[config.mk]
export PLATFORM = sky130hd
export DESIGN_NAME = car_move_ctrl_flat
export DESIGN_NICKNAME = d
export VERILOG_FILES = /design/src/rtl/car_pkg.sv /design/src/rtl/car_move_ctrl_if.sv /design/src/rtl/car_move_ctrl_table.sv /design/src/rtl/car_move_ctrl.sv /design/src/flat_wrapper.sv
export SDC_FILE = /design/constraint.sdc
export NUM_CORES = 1
export LEC_CHECK = 0
export CAP_MARGIN = 20
export CORE_MARGIN = 2
export CORE_UTILIZATION = 60
export DETAILED_ROUTE_END_ITERATION = 12
export DONT_BUFFER_PORTS = 1
export HOLD_SLACK_MARGIN = 0.15
export PLACE_DENSITY = 0.87
export SYNTH_ARGS = -nofsm -noshare
export SYNTH_HDL_FRONTEND = slang
export SYNTH_SLANG_ARGS = --single-unit
[constraint.sdc]
create_clock -name clk -period 3.9 [get_ports clk]
set_clock_uncertainty 0.05 [all_clocks]
set_input_delay 0.975 -clock clk [delete_from_list [all_inputs] [get_ports clk]]
set_output_delay 0.975 -clock clk [all_outputs]
set_load 0.05 [all_outputs]
[src/rtl/car_pkg.sv]
// Shared types and constants for the car move controller.
package car_pkg;

    localparam int GRID   = 6;
    localparam int N_CARS = 8;

    typedef enum logic [1:0] {
        ST_IDLE   = 2'd0,
        ST_BOUNDS = 2'd1,
        ST_CHECK  = 2'd2,
        ST_DONE   = 2'd3
    } state_t;

    // orient 1 = horizontal (moves along x), 0 = vertical (moves along y)
    typedef struct packed {
        logic [2:0] x;
        logic [2:0] y;
        logic       orient;
        logic [1:0] len;
    } car_t;

    // Layout loaded while in reset; car 0 is the target car.
    localparam car_t DEFAULT_LAYOUT [N_CARS] = '{
        '{3'd0, 3'd2, 1'b1, 2'd2},
        '{3'd0, 3'd0, 1'b0, 2'd3},
        '{3'd1, 3'd0, 1'b1, 2'd2},
        '{3'd5, 3'd0, 1'b0, 2'd3},
        '{3'd2, 3'd4, 1'b1, 2'd3},
        '{3'd3, 3'd1, 1'b0, 2'd2},
        '{3'd4, 3'd3, 1'b0, 2'd2},
        '{3'd0, 3'd5, 1'b1, 2'd2}
    };

    // Entries beyond the default layout start empty.
    function automatic car_t default_car(input int i);
        if (i >= 0 && i < N_CARS) begin
            return DEFAULT_LAYOUT[i];
        end
        return '0;
    endfunction

endpackage

[src/rtl/car_move_ctrl_if.sv]
// Move request handshake and collision-detector bus.
interface car_move_ctrl_if;
    logic       move_valid;
    logic       move_ready;
    logic [2:0] move_idx;
    logic       move_dir;
    logic       chk_valid;
    logic [2:0] carX;
    logic [2:0] carY;
    logic       carOrient;
    logic [2:0] carIndex;
    logic [1:0] carLen;
    logic       chk_done;
    logic       collision;
    logic       move_done;
    logic       move_ok;

    modport master (
        output move_valid, move_idx, move_dir, chk_done, collision,
        input  move_ready, chk_valid, carX, carY, carOrient, carIndex, carLen,
               move_done, move_ok
    );

    modport slave (
        input  move_valid, move_idx, move_dir, chk_done, collision,
        output move_ready, chk_valid, carX, carY, carOrient, carIndex, carLen,
               move_done, move_ok
    );
endinterface

[src/rtl/car_move_ctrl_table.sv]
// Car register file: one synchronous write port, two combinational read
// ports, plus car 0 broken out for the win detector.
module car_table
    import car_pkg::*;
#(
    parameter int N = 8
) (
    input  logic       clk,
    input  logic       rst_n,
    input  logic       we,
    input  logic [2:0] waddr,
    input  car_t       wdata,
    input  logic [2:0] ra_idx,
    output car_t       ra_data,
    input  logic [2:0] rb_idx,
    output car_t       rb_data,
    output car_t       car0
);

    car_t tab_q [N];
    car_t tab_d [N];

    // Next table contents: single-entry write
    always_comb begin
        tab_d = tab_q;
        if (we) begin
            tab_d[waddr] = wdata;
        end
    end

    // Table storage, default layout while in reset
    always_ff @(posedge clk or negedge rst_n) begin
        if (!rst_n) begin
            for (int i = 0; i < N; i++) begin
                tab_q[i] <= default_car(i);
            end
        end else begin
            tab_q <= tab_d;
        end
    end

    assign ra_data = tab_q[ra_idx];
    assign rb_data = tab_q[rb_idx];
    assign car0    = tab_q[0];

endmodule

[src/rtl/car_move_ctrl.sv]
// Car move controller: accepts single-cell moves, rejects moves off the
// board, asks an external detector about collisions and commits the result.
// Optional macro CAR_MOVE_TIMEOUT_EN adds a CHECK-state timeout.
//
// state  | meaning
// IDLE   | accept table loads or a move request
// BOUNDS | reject a move that would leave the board
// CHECK  | present candidate to the detector, wait for chk_done
// DONE   | one-cycle move_done pulse with move_ok
module car_move_ctrl
    import car_pkg::*;
#(
    parameter int N_CARS  = 8,
    parameter int GRID    = 6,
    parameter int TMO_CYC = 16
) (
    input  logic            clk,
    input  logic            rst_n,
    input  logic            load_valid,
    input  logic [2:0]      load_idx,
    input  logic [2:0]      load_x,
    input  logic [2:0]      load_y,
    input  logic            load_orient,
    input  logic [1:0]      load_len,
    car_move_ctrl_if.slave  mif,
    output logic            win,
    input  logic [2:0]      rd_idx,
    output logic [2:0]      rd_x,
    output logic [2:0]      rd_y,
    output logic            rd_orient,
    output logic [1:0]      rd_len
);

    state_t     state_q, state_d;
    logic [2:0] idx_q, idx_d;
    logic       dir_q, dir_d;
    logic       ok_q, ok_d;

    logic       tbl_we;
    logic [2:0] tbl_waddr;
    car_t       tbl_wdata;
    car_t       mv_ent, rd_ent, car0_ent, cand;
    logic [2:0] coord, coord_n;
    logic       at_edge;

`ifdef CAR_MOVE_TIMEOUT_EN
    localparam int TW = $clog2(TMO_CYC + 1);
    logic [TW-1:0] tmo_q, tmo_d;
`endif

    car_table #(.N(N_CARS)) u_table (
        .clk     (clk),
        .rst_n   (rst_n),
        .we      (tbl_we),
        .waddr   (tbl_waddr),
        .wdata   (tbl_wdata),
        .ra_idx  (idx_q),
        .ra_data (mv_ent),
        .rb_idx  (rd_idx),
        .rb_data (rd_ent),
        .car0    (car0_ent)
    );

    // Candidate position of the latched car; table is frozen outside IDLE
    // so this stays stable for the whole CHECK state.
    always_comb begin
        coord   = mv_ent.orient ? mv_ent.x : mv_ent.y;
        at_edge = dir_q ? (({1'b0, coord} + {2'b00, mv_ent.len}) == 4'(GRID))
                        : (coord == 3'd0);
        coord_n = dir_q ? (coord + 3'd1) : (coord - 3'd1);
        cand    = mv_ent;
        if (mv_ent.orient) begin
            cand.x = coord_n;
        end else begin
            cand.y = coord_n;
        end
    end

    // Next-state, table write and output decode
    always_comb begin
        state_d        = state_q;
        idx_d          = idx_q;
        dir_d          = dir_q;
        ok_d           = ok_q;
        tbl_we         = 1'b0;
        tbl_waddr      = load_idx;
        tbl_wdata      = '{load_x, load_y, load_orient, load_len};
        mif.move_ready = 1'b0;
        mif.chk_valid  = 1'b0;
        mif.carX       = 3'd0;
        mif.carY       = 3'd0;
        mif.carOrient  = 1'b0;
        mif.carIndex   = 3'd0;
        mif.carLen     = 2'd0;
        mif.move_done  = 1'b0;
        mif.move_ok    = 1'b0;
`ifdef CAR_MOVE_TIMEOUT_EN
        tmo_d          = tmo_q;
`endif
        case (state_q)
            ST_IDLE: begin
                mif.move_ready = !load_valid;
                if (load_valid) begin
                    tbl_we = 1'b1;
                end else if (mif.move_valid) begin
                    idx_d   = mif.move_idx;
                    dir_d   = mif.move_dir;
                    state_d = ST_BOUNDS;
                end
            end
            ST_BOUNDS: begin
                if (at_edge) begin
                    ok_d    = 1'b0;
                    state_d = ST_DONE;
                end else begin
                    state_d = ST_CHECK;
`ifdef CAR_MOVE_TIMEOUT_EN
                    tmo_d   = TW'(TMO_CYC - 1);
`endif
                end
            end
            ST_CHECK: begin
                mif.chk_valid = 1'b1;
                mif.carX      = cand.x;
                mif.carY      = cand.y;
                mif.carOrient = cand.orient;
                mif.carIndex  = idx_q;
                mif.carLen    = cand.len;
                if (mif.chk_done) begin
                    if (!mif.collision) begin
                        tbl_we    = 1'b1;
                        tbl_waddr = idx_q;
                        tbl_wdata = cand;
                        ok_d      = 1'b1;
                    end else begin
                        ok_d      = 1'b0;
                    end
                    state_d = ST_DONE;
                end
`ifdef CAR_MOVE_TIMEOUT_EN
                else if (tmo_q == '0) begin
                    ok_d    = 1'b0;
                    state_d = ST_DONE;
                end else begin
                    tmo_d   = tmo_q - 1'b1;
                end
`endif
            end
            ST_DONE: begin
                mif.move_done = 1'b1;
                mif.move_ok   = ok_q;
                state_d       = ST_IDLE;
            end
            default: state_d = ST_IDLE;
        endcase
    end

    // FSM and move context registers
    always_ff @(posedge clk or negedge rst_n) begin
        if (!rst_n) begin
            state_q <= ST_IDLE;
            idx_q   <= 3'd0;
            dir_q   <= 1'b0;
            ok_q    <= 1'b0;
        end else begin
            state_q <= state_d;
            idx_q   <= idx_d;
            dir_q   <= dir_d;
            ok_q    <= ok_d;
        end
    end

`ifdef CAR_MOVE_TIMEOUT_EN
    // CHECK-state timeout down-counter
    always_ff @(posedge clk or negedge rst_n) begin
        if (!rst_n) begin
            tmo_q <= '0;
        end else begin
            tmo_q <= tmo_d;
        end
    end
`endif

    assign win       = (({1'b0, car0_ent.x} + {2'b00, car0_ent.len}) == 4'(GRID));
    assign rd_x      = rd_ent.x;
    assign rd_y      = rd_ent.y;
    assign rd_orient = rd_ent.orient;
    assign rd_len    = rd_ent.len;

endmodule

[src/flat_wrapper.sv]
// flat-port wrapper written by rule: the top's interface ports become plain ports
module car_move_ctrl_flat import car_pkg::*;
#(
    parameter int N_CARS  = 8,
    parameter int GRID    = 6,
    parameter int TMO_CYC = 16
)
  (clk, rst_n, load_valid, load_idx, load_x, load_y, load_orient, load_len, win, rd_idx, rd_x, rd_y, rd_orient, rd_len, mif_move_valid, mif_move_idx, mif_move_dir, mif_chk_done, mif_collision, mif_move_ready, mif_chk_valid, mif_carX, mif_carY, mif_carOrient, mif_carIndex, mif_carLen, mif_move_done, mif_move_ok);
  car_move_ctrl_if mif_i ();
  input  logic clk;
  input  logic rst_n;
  input  logic load_valid;
  input  logic [2:0] load_idx;
  input  logic [2:0] load_x;
  input  logic [2:0] load_y;
  input  logic load_orient;
  input  logic [1:0] load_len;
  output logic win;
  input  logic [2:0] rd_idx;
  output logic [2:0] rd_x;
  output logic [2:0] rd_y;
  output logic rd_orient;
  output logic [1:0] rd_len;
  input wire logic [$bits(mif_i.move_valid)-1:0] mif_move_valid;
  input wire logic [$bits(mif_i.move_idx)-1:0] mif_move_idx;
  input wire logic [$bits(mif_i.move_dir)-1:0] mif_move_dir;
  input wire logic [$bits(mif_i.chk_done)-1:0] mif_chk_done;
  input wire logic [$bits(mif_i.collision)-1:0] mif_collision;
  output wire logic [$bits(mif_i.move_ready)-1:0] mif_move_ready;
  output wire logic [$bits(mif_i.chk_valid)-1:0] mif_chk_valid;
  output wire logic [$bits(mif_i.carX)-1:0] mif_carX;
  output wire logic [$bits(mif_i.carY)-1:0] mif_carY;
  output wire logic [$bits(mif_i.carOrient)-1:0] mif_carOrient;
  output wire logic [$bits(mif_i.carIndex)-1:0] mif_carIndex;
  output wire logic [$bits(mif_i.carLen)-1:0] mif_carLen;
  output wire logic [$bits(mif_i.move_done)-1:0] mif_move_done;
  output wire logic [$bits(mif_i.move_ok)-1:0] mif_move_ok;
  assign mif_i.move_valid = mif_move_valid;
  assign mif_i.move_idx = mif_move_idx;
  assign mif_i.move_dir = mif_move_dir;
  assign mif_i.chk_done = mif_chk_done;
  assign mif_i.collision = mif_collision;
  assign mif_move_ready = mif_i.move_ready;
  assign mif_chk_valid = mif_i.chk_valid;
  assign mif_carX = mif_i.carX;
  assign mif_carY = mif_i.carY;
  assign mif_carOrient = mif_i.carOrient;
  assign mif_carIndex = mif_i.carIndex;
  assign mif_carLen = mif_i.carLen;
  assign mif_move_done = mif_i.move_done;
  assign mif_move_ok = mif_i.move_ok;
  car_move_ctrl #(.N_CARS(N_CARS), .GRID(GRID), .TMO_CYC(TMO_CYC)) u_core (.clk(clk), .rst_n(rst_n), .load_valid(load_valid), .load_idx(load_idx), .load_x(load_x), .load_y(load_y), .load_orient(load_orient), .load_len(load_len), .mif(mif_i), .win(win), .rd_idx(rd_idx), .rd_x(rd_x), .rd_y(rd_y), .rd_orient(rd_orient), .rd_len(rd_len));
endmodule
# Word-level counts from Yosys, hierarchy flattened
# Index checks and enable logic that the tools add are counted.
# Widths: inputs -> output; s select.
[totals]
inputBits = 25
reg_bits = 79
out_inout_bits = 26
elab_cells = 106
[op_classes]
muxes = 41
n_reduce_logical = 8
add_sub_neg = 4
bitwise = 4
n_eq_ne = 9
magnitude_cmp = 4
[op_table]
columns = ["cell", "n"]
rows = [
  ["$bwmux 72", 1],
  ["$mux 9", 8],
  ["$bmux 9 s3", 2],
  ["$mux 3", 10],
  ["$demux 9 s3", 1],
  ["$ge 4x4->1 const B", 3],
  ["$mux 1", 12],
  ["$not 3->4", 3],
  ["$reduce_and 3->1", 3],
  ["$add 3x2->4", 2],
  ["$eq 4x3->1 const B", 2],
  ["$mux 2", 4],
  ["$pmux 2 s4", 1],
  ["$ne 2x2->1 const B", 3],
  ["$eq 2x2->1 const B", 2],
  ["$lt 4x1->1 const B", 1],
  ["$pmux 1 s2", 2],
  ["$add 3x1->3 const B", 1],
  ["$logic_not 3->1", 1],
  ["$sub 3x1->3 const B", 1],
  ["$eq 2x1->1 const B", 1],
  ["$logic_not 2->1", 1],
  ["$ne 2x1->1 const B", 1],
  ["$reduce_bool 2->1", 1],
  ["3 further kinds", 3],
]

# Logic depth before layout (Yosys ltp)
# Gate-level depths: netlist of run 1.
[logic_depth]
ltp_word = 12
mapped_depth = 11
depth_no_buf = 10

# By module
# From an unflattened synthesis of run 1, not the netlist that was laid out.
[hier_totals]
cells_unflattened = 337
hier_area_um2 = 4988.5
[by_module_without_submodules]
columns = ["mod", "area_per_inst_um2", "seq_area_each_um2", "n_inst", "cells_per_inst"]
rows = [
  ["car_table", 4073.9, 1838.0, 1, 232],
  ["car_move_ctrl", 914.6, 175.2, 1, 105],
]

# Worst setup path before layout of run 1
# Ideal clock, no wire load.
[synth_timing]
path_kind = "reg2out"
from = "register u_core.idx_q[0]"
to = "output mif_carX[2]"
n_path_buf = 1
setup_slack_ns = -0.031
path_stages_with_launch = 10
arrival_ns = 2.906
required_ns = 2.875
cell_sequence = "dfrtp_1 -> buf_2 -> mux4_2 -> mux2i_1 -> mux2i_1 -> fa_1 -> xnor2_1 -> and2b_1 -> xnor2_1 -> and2_1"
[synth_via]
elab_chain_cells = 9
[synth_lines]
columns = ["element", "line", "text"]
rows = [
  ["start: declaration", "car_move_ctrl.sv:35", "logic [2:0] idx_q, idx_d;"],
  ["start signal: assignment", "car_move_ctrl.sv:167", "idx_q <= idx_d;"],
  ["$not 3->4 (implied by the code) (*)", "car_move_ctrl_table.sv:42", "assign ra_data = tab_q[ra_idx];"],
  ["$bmux 9 s3 (*)", "car_move_ctrl_table.sv:42", ""],
  ["$mux 9 (implied by the code) (*) (2 in series)", "car_move_ctrl_table.sv:42", ""],
  ["$mux 3", "car_move_ctrl.sv:67", "coord = mv_ent.orient ? mv_ent.x : mv_ent.y;"],
  ["$sub 3x1->3 or $add 3x1->3 (tied branches)", "car_move_ctrl.sv:70", "coord_n = dir_q ? (coord + 3'd1) : (coord - 3'd1);"],
  ["$mux 3", "car_move_ctrl.sv:70", ""],
  ["$mux 3 (*)", "car_move_ctrl.sv:72", "if (mv_ent.orient) begin"],
  ["$mux 3 (*)", "car_move_ctrl.sv:100", "case (state_q)"],
  ["end: declaration", "flat_wrapper.sv:31", "output wire logic [$bits(mif_i.carX)-1:0] mif_carX;"],
]
# Every way passes the cells marked *; elsewhere a longest branch is shown, timed or not. The select of a mux whose other input is x is not followed.

# Final worst setup path of run 1
[layout_timing]
from = "register u_core.idx_q[0]"
to = "output mif_carY[2]"
[layout_via]
elab_chain_cells = 9
[layout_lines]
columns = ["element", "line", "text"]
rows = [
  ["$not 3->4 (implied by the code) (*)", "car_move_ctrl_table.sv:42", ""],
  ["$bmux 9 s3 (*)", "car_move_ctrl_table.sv:42", ""],
  ["$mux 9 (implied by the code) (*) (2 in series)", "car_move_ctrl_table.sv:42", ""],
  ["$mux 3", "car_move_ctrl.sv:67", ""],
  ["$sub 3x1->3 or $add 3x1->3 (tied branches)", "car_move_ctrl.sv:70", ""],
  ["$mux 3", "car_move_ctrl.sv:70", ""],
  ["$mux 3 (*)", "car_move_ctrl.sv:72", ""],
  ["$mux 3 (*)", "car_move_ctrl.sv:100", ""],
  ["end: declaration", "flat_wrapper.sv:32", "output wire logic [$bits(mif_i.carY)-1:0] mif_carY;"],
]
# Marked as above.

==> metrics.yaml, run 1 <==
cts:
  clockBufferDepth: 2
  htree_levels: 3
  path_clk_slew_ns: 0.09
  cts_tree: "done"
  clk_latency_ns: 0.37
  cts.root.buffer_cell: "clkbuf_8"
  ctsHoldBuffers: 0
  clock_sinks: 79
  cts_buffers: 9
yosys:
  async_reset_ff_share_pct: 100.0
  synth_fp_nets: 381
  ys_seq_elements: 79
  seq_area_frac_synth_pct: 42.07
  syn_area_um2: 4786
  netlist-cell-type-count: 44
  synth_edf_count: 0
  synth_area_per_cell_um2: 13.87
  synthFlopType: "dfrtp_1"
  syn_inst: 345
  yosys_warnings: 0
finish:
  finish.utilization_pct: 70.76
  final_common_cell: "mux2_2"
  regArea_um2: 2014
  drive_gt1_share_pct: 59.53
  nets: 414
  antenna_cells: 0
  multi_input_area_um2: 2698
  area_growth_pct: 14.25
  num-fill-cells: 476
  final_cell_mix: "mux2_2 (82), dfrtp_1 (49), mux4_2 (35)"
critical_path:
  endpoint_kind: "output pin"
  path_cells: "buf_12, mux4_2, mux2i_2, nor2b_4, nor2_2, fa_2, xnor2_2, buf_4, nand2_2, xor2_2, and2_4, buf_12"
  critPathLaunch: "u_core.idx_q[0]$_DFFE_PN0P_"
  critPathRequiredTime_ns: 2.87
  cp_max_fo: 8
  startpoint_type: "flip-flop"
  reg2reg_from: "u_core.idx_q[0]$_DFFE_PN0P_"
  crit_path_top_delay_cell: "mux4_2"
  cp_common_cell: "buf_12"
  arrival_ns: 3.17
  cp_slowest_stage_delay_ns: 0.51
  path_class: "flip-flop to output pin"
place:
  place_ws_ns: -0.06267
  gp_congestion: 0.9344
  io_buffers: 0
  dp_hpwl_um: 8105
sta:
  setup_viol: 4
  setup_ws_ns: -0.2946
  final_max_slew_viol_count: 0
  tns_ns: -0.8592
  fin_crit_ns: 4.195
  post-route-period-util_pct: 107.6
  finalHoldViolCount: 0
  slew_headroom_pct: 51.73
  whs_ns: 0.2466
  rsz0062_at_grt: "true"
  worstMarginPinSlew_ns: 0.7239
  max_freq_mhz: 238.4
die:
  num_rows: 32
  core_area_um2: 7727
  initial_core_util_pct: 61.93
  chipWidth_um: 93.31
  top_level_ports: 51
  die-area_um2: 8707
  die_y_um: 93.31
routing:
  antenna_left: 0
  firstDrtPassIters: 4
  viasPerCell: 6.674
  num_vias: 3237
  wirelength_um: 12100
  drtIter0Drc: 235
  wl_per_cell_um: 24.95
  drc_errors: 0
worst_hold_path:
  hp-class: "input pin to async pin"
status:
  violations: "setup timing"
  status: "complete, but fails checks"
grt:
  gr-usage-all-layers_pct: 30.50
  grt_overflow_total: 0
  antenna_found_initial: 1
  grt_pass1_wl_um: 19430
  grt_pass1_vias: 3491
  grt_max_degree: 80
job:
  maxCapViolCount: 0
[final cells by class]
cell class / count / area share [%]
multi-input cells: 237 / 49.34
flip-flops and latches: 79 / 36.84
repair buffers: 40 / 6.705
clock buffers: 10 / 2.334
well taps: 102 / 2.334
clock inverters: 6 / 1.693
inverters: 11 / 0.7551
[cells in the mapped netlist (2+ instances only)]
cell type | n | share of area, %
nand2_1 | 20 | 1.6
nor3b_1 | 2 | 0.31
xor2_1 | 2 | 0.37
mux4_1 | 2 | 1.1
buf_6 | 2 | 0.47
buf_1 | 5 | 0.39
dfstp_2 | 29 | 16
mux4_2 | 34 | 16
nand2b_1 | 2 | 0.26
mux2i_1 | 13 | 2.7
nor3_1 | 2 | 0.21
and2_1 | 9 | 1.2
nor2_1 | 11 | 0.86
inv_1 | 11 | 0.86
ha_1 | 8 | 2.1
nand4b_1 | 2 | 0.37
nor2_2 | 2 | 0.26
xnor2_1 | 3 | 0.55
clkbuf_1 | 5 | 0.39
nand3_1 | 3 | 0.31
mux2_2 | 82 | 19
dfrtp_1 | 50 | 26
o21ai_1 | 5 | 0.52
buf_2 | 6 | 0.63
a21oi_1 | 5 | 0.52
mux2_4 | 5 | 1.6
o21ai_0 | 5 | 0.52
nand3b_1 | 2 | 0.31
fa_1 | 3 | 1.3
[critical path: cells and delay by family (launching register included)]
family,cells,cell delay [ns]
flops,1,0.46
simple gates,4,0.51
fa+ha+maj,1,0.35
xor+xnor,2,0.32
mux,2,0.73
buf+inv,3,0.43
[flip-flops by register name, indices dropped and copies added, names as in the netlist]
register	cells
u_core.idx_q	3
u_core.dir_q	1
u_core.state_q	2
u_core.u_table.tab_q	63
u_core.u_table.car0	9
u_core.ok_q	1
[per-layer routing]
layer / GRT usage [%] / part of all wire [%] / wire (µm)
met1: 39.79 / 37 / 4536
met2: 48.86 / 49 / 5987
met3: 8.300 / 9.5 / 1155
met4: 12.13 / 3.4 / 406
met5: 0 / 0.11 / 13
[cell families (layout without fill, tap and decap cells)]
family,Yosys count,after routing,share of synthesized area (%)
buffers and inverters,29,67,2.745
flip-flops,79,79,42.07
multiplexers,137,137,41.15
AND/OR/NAND/NOR,58,58,6.065
XOR/XNOR,5,5,0.9152
adder cells (fa/ha/maj),11,11,3.347
AO/OA/AOI/OAI,26,26,3.713
[repair_timing]
item,in CTS,in global routing
hold endpoints to repair,0,0
setup buffers,3,3
setup endpoints to repair,4,4
resized for setup,16,1
pin swaps,3,1
[per-stage QoR]
step / area (µm²) / std cells
CTS: 5441 / 482
detailed placement: 5147 / 463
floorplan: 4787 / 345
global placement: 5147 / 463
finish: 5468 / 485
global route: 5468 / 485
[worst paths after layout]
path,slack [ns],endpoint,cells past startpoint
hold reg to reg,0.49,u_core.u_table.tab_q[52]$_DFFE_PN0P_,1
hold / removal,0.25,u_core.u_table.tab_q[4]$_DFFE_PN0P_,0
setup reg to reg,0.55,u_core.u_table.tab_q[50]$_DFFE_PN0P_,13
setup / recovery,-0.29,mif_carY[2],12
min in group clk,0.49,u_core.u_table.tab_q[52]$_DFFE_PN0P_,1
max in group asynchronous,3.34,u_core.u_table.tab_q[42]$_DFFE_PN1P_,0
Power of run 1 is not shown: default switching activity piles up to over one toggle a cycle in this logic, so the estimate is an artifact.
==> run 2, diff against run 1 <==
CTS_BUF_LIST = sky130_fd_sc_hd__clkbuf_8   (was unset)
==> run 2 against run 1 <==
The flow still finishes with violations (setup timing); cell area is the same; first-iteration DRC count grew 0.85%; non-clock buffer count unchanged; core utilization is the same; critical path depth unchanged; register-to-register slack hardly changed; fmax about the same; routed wire length is 0.12% higher; global-route usage unchanged; flip-flop and latch count did not move; clock-buffer cell count shrank 1; critical path type unchanged.
==> metrics.yaml, run 2 (same netlist as run 1, synthesis figures left out) <==
place:
  io_buffers: 0  # unchanged
  placedCellCount: 463  # unchanged
  gp_congestion: 0.9344  # unchanged
  place_ws_ns: -0.06267  # unchanged
  dp_hpwl_um: 8105  # unchanged
routing:
  firstDrtPassIters: 5  # +1
  num_vias: 3269  # +0.99%
  wl_per_cell_um: 24.98  # +0.12%
  wirelength_um: 12110  # +0.12%
  antenna_left: 0  # unchanged
  viasPerCell: 6.740  # +0.99%
  drtIter0Drc: 237  # +0.85%
  drc_errors: 0  # unchanged
die:
  num_rows: 32  # unchanged
  die_y_um: 93.31  # unchanged
  initial_core_util_pct: 61.93  # unchanged
  chipWidth_um: 93.31  # unchanged
  top_level_ports: 51  # unchanged
  die-area_um2: 8707  # unchanged
  core_area_um2: 7727  # unchanged
sta:
  max_freq_mhz: 238.6  # about the same
  setup_viol: 4  # unchanged
  rsz0062_at_grt: "true"
  setup_ws_ns: -0.2911  # +0.003567 ns
  final_max_slew_viol_count: 0  # unchanged
  slew_headroom_pct: 50.72  # -1.0 points
  finalHoldViolCount: 0  # unchanged
  fin_crit_ns: 4.191  # -0.003567 ns
  post-route-period-util_pct: 107.5  # about the same
  worstMarginPinSlew_ns: 0.7393  # +0.01537 ns
cts:
  cts.root.buffer_cell: "clkbuf_8"
  cts_buffers: 9  # unchanged
  clockBufferDepth: 2  # unchanged
  clk_latency_ns: 0.36  # about the same
  htree_levels: 3  # unchanged
  cts_tree: "done"
  path_clk_slew_ns: 0.09  # about the same
  clock_sinks: 79  # unchanged
finish:
  largest_reg_flops: 63  # unchanged
  finish.utilization_pct: 70.76  # unchanged
  nets: 414  # unchanged
  final_common_cell: "mux2_2"
  area_growth_pct: 14.25  # unchanged
  drive_gt1_share_pct: 59.53  # unchanged
  antenna_cells: 0  # unchanged
  top_register: "u_core.u_table.tab_q"
  final_cell_mix: "mux2_2 (82), dfrtp_1 (49), mux4_2 (35)"
  stdcell_count: 485  # unchanged
grt:
  grt_pass1_wl_um: 19430  # unchanged
  grt_pass1_vias: 3491  # unchanged
  gr-usage-all-layers_pct: 30.50  # unchanged
  antenna_found_initial: 1  # unchanged
  grt_overflow_total: 0  # unchanged
  grt_max_degree: 80  # unchanged
critical_path:
  cp_max_fo: 8  # unchanged
  endpoint_kind: "output pin"
  startpoint_type: "flip-flop"
  path_class: "flip-flop to output pin"
  critPathRequiredTime_ns: 2.87  # about the same
  arrival_ns: 3.17  # about the same
worst_hold_path:
  hp-class: "input pin to async pin"
job:
  maxCapViolCount: 0  # unchanged
status:
  status: "complete, but fails checks"
  violations: "setup timing"
[run 2: timing repair]
item / in CTS / in global routing
setup buffers: 3 / 3
hold buffers: 0 / 0
resized for setup: 16 / 1
setup endpoints to repair: 4 / 4
pin swaps: 3 / 1
endpoints found under the hold margin: 0 / 0
[run 2: layout make-up]
class | count | area [µm²]
clock buffer | 9 | 123.9
tap | 102 | 127.6
multi-input combinational | 237 | 2698
inverter | 11 | 41.29
fill | 476 | 2260
timing repair buffer | 40 | 366.6
sequential | 79 | 2014
clock inverter | 7 | 96.34
[run 2: worst paths after layout]
kind	endpoint	from	cells past startpoint	slack, ns
worst max-delay path	mif_carY[2]	u_core.idx_q[0]$_DFFE_PN0P_	12	-0.29
worst min-delay path	u_core.u_table.car0[7]$_DFFE_PN0P_	rst_n	0	0.25
worst max register to register	u_core.u_table.tab_q[50]$_DFFE_PN0P_	u_core.idx_q[0]$_DFFE_PN0P_	13	0.55
worst min register to register	u_core.u_table.tab_q[52]$_DFFE_PN0P_	u_core.u_table.tab_q[52]$_DFFE_PN0P_	1	0.49
max in group asynchronous	u_core.u_table.tab_q[42]$_DFFE_PN1P_	rst_n	0	3.33
min in group clk	u_core.u_table.tab_q[52]$_DFFE_PN0P_	u_core.u_table.tab_q[52]$_DFFE_PN0P_	1	0.49
[run 2: metrics by stage]
stage	setup TNS, ns	instance area [µm²]	hold WS [ns]
6_report	-0.8525	5468	0.2513
3_3_place_gp	0	5147	0.4552
4_1_cts	-0.7197	5441	0.2334
2_1_floorplan	0	4787	0.4382
5_1_grt	-1.374	5468	0.2205
3_5_place_dp	-0.1009	5147	0.4626
[run 2: worst max-delay path, cell delays in order, from the launching register on]
cell     delay (ns)
dfrtp_2        0.46
buf_12         0.16
mux4_2         0.52
mux2i_2        0.22
nor2b_4        0.20
nor2_2         0.05
fa_2           0.35
xnor2_2        0.14
buf_4          0.14
nand2_2        0.08
xor2_2         0.18
and2_4         0.18
buf_12         0.13
[run 2: layer usage]
layer / wire length [µm] / GRT usage, %
met5: 13 / 0
met4: 384 / 12.13
met3: 1068 / 8.300
met2: 6018 / 48.86
met1: 4630 / 39.79
Power of run 2 is left out for the same reason.
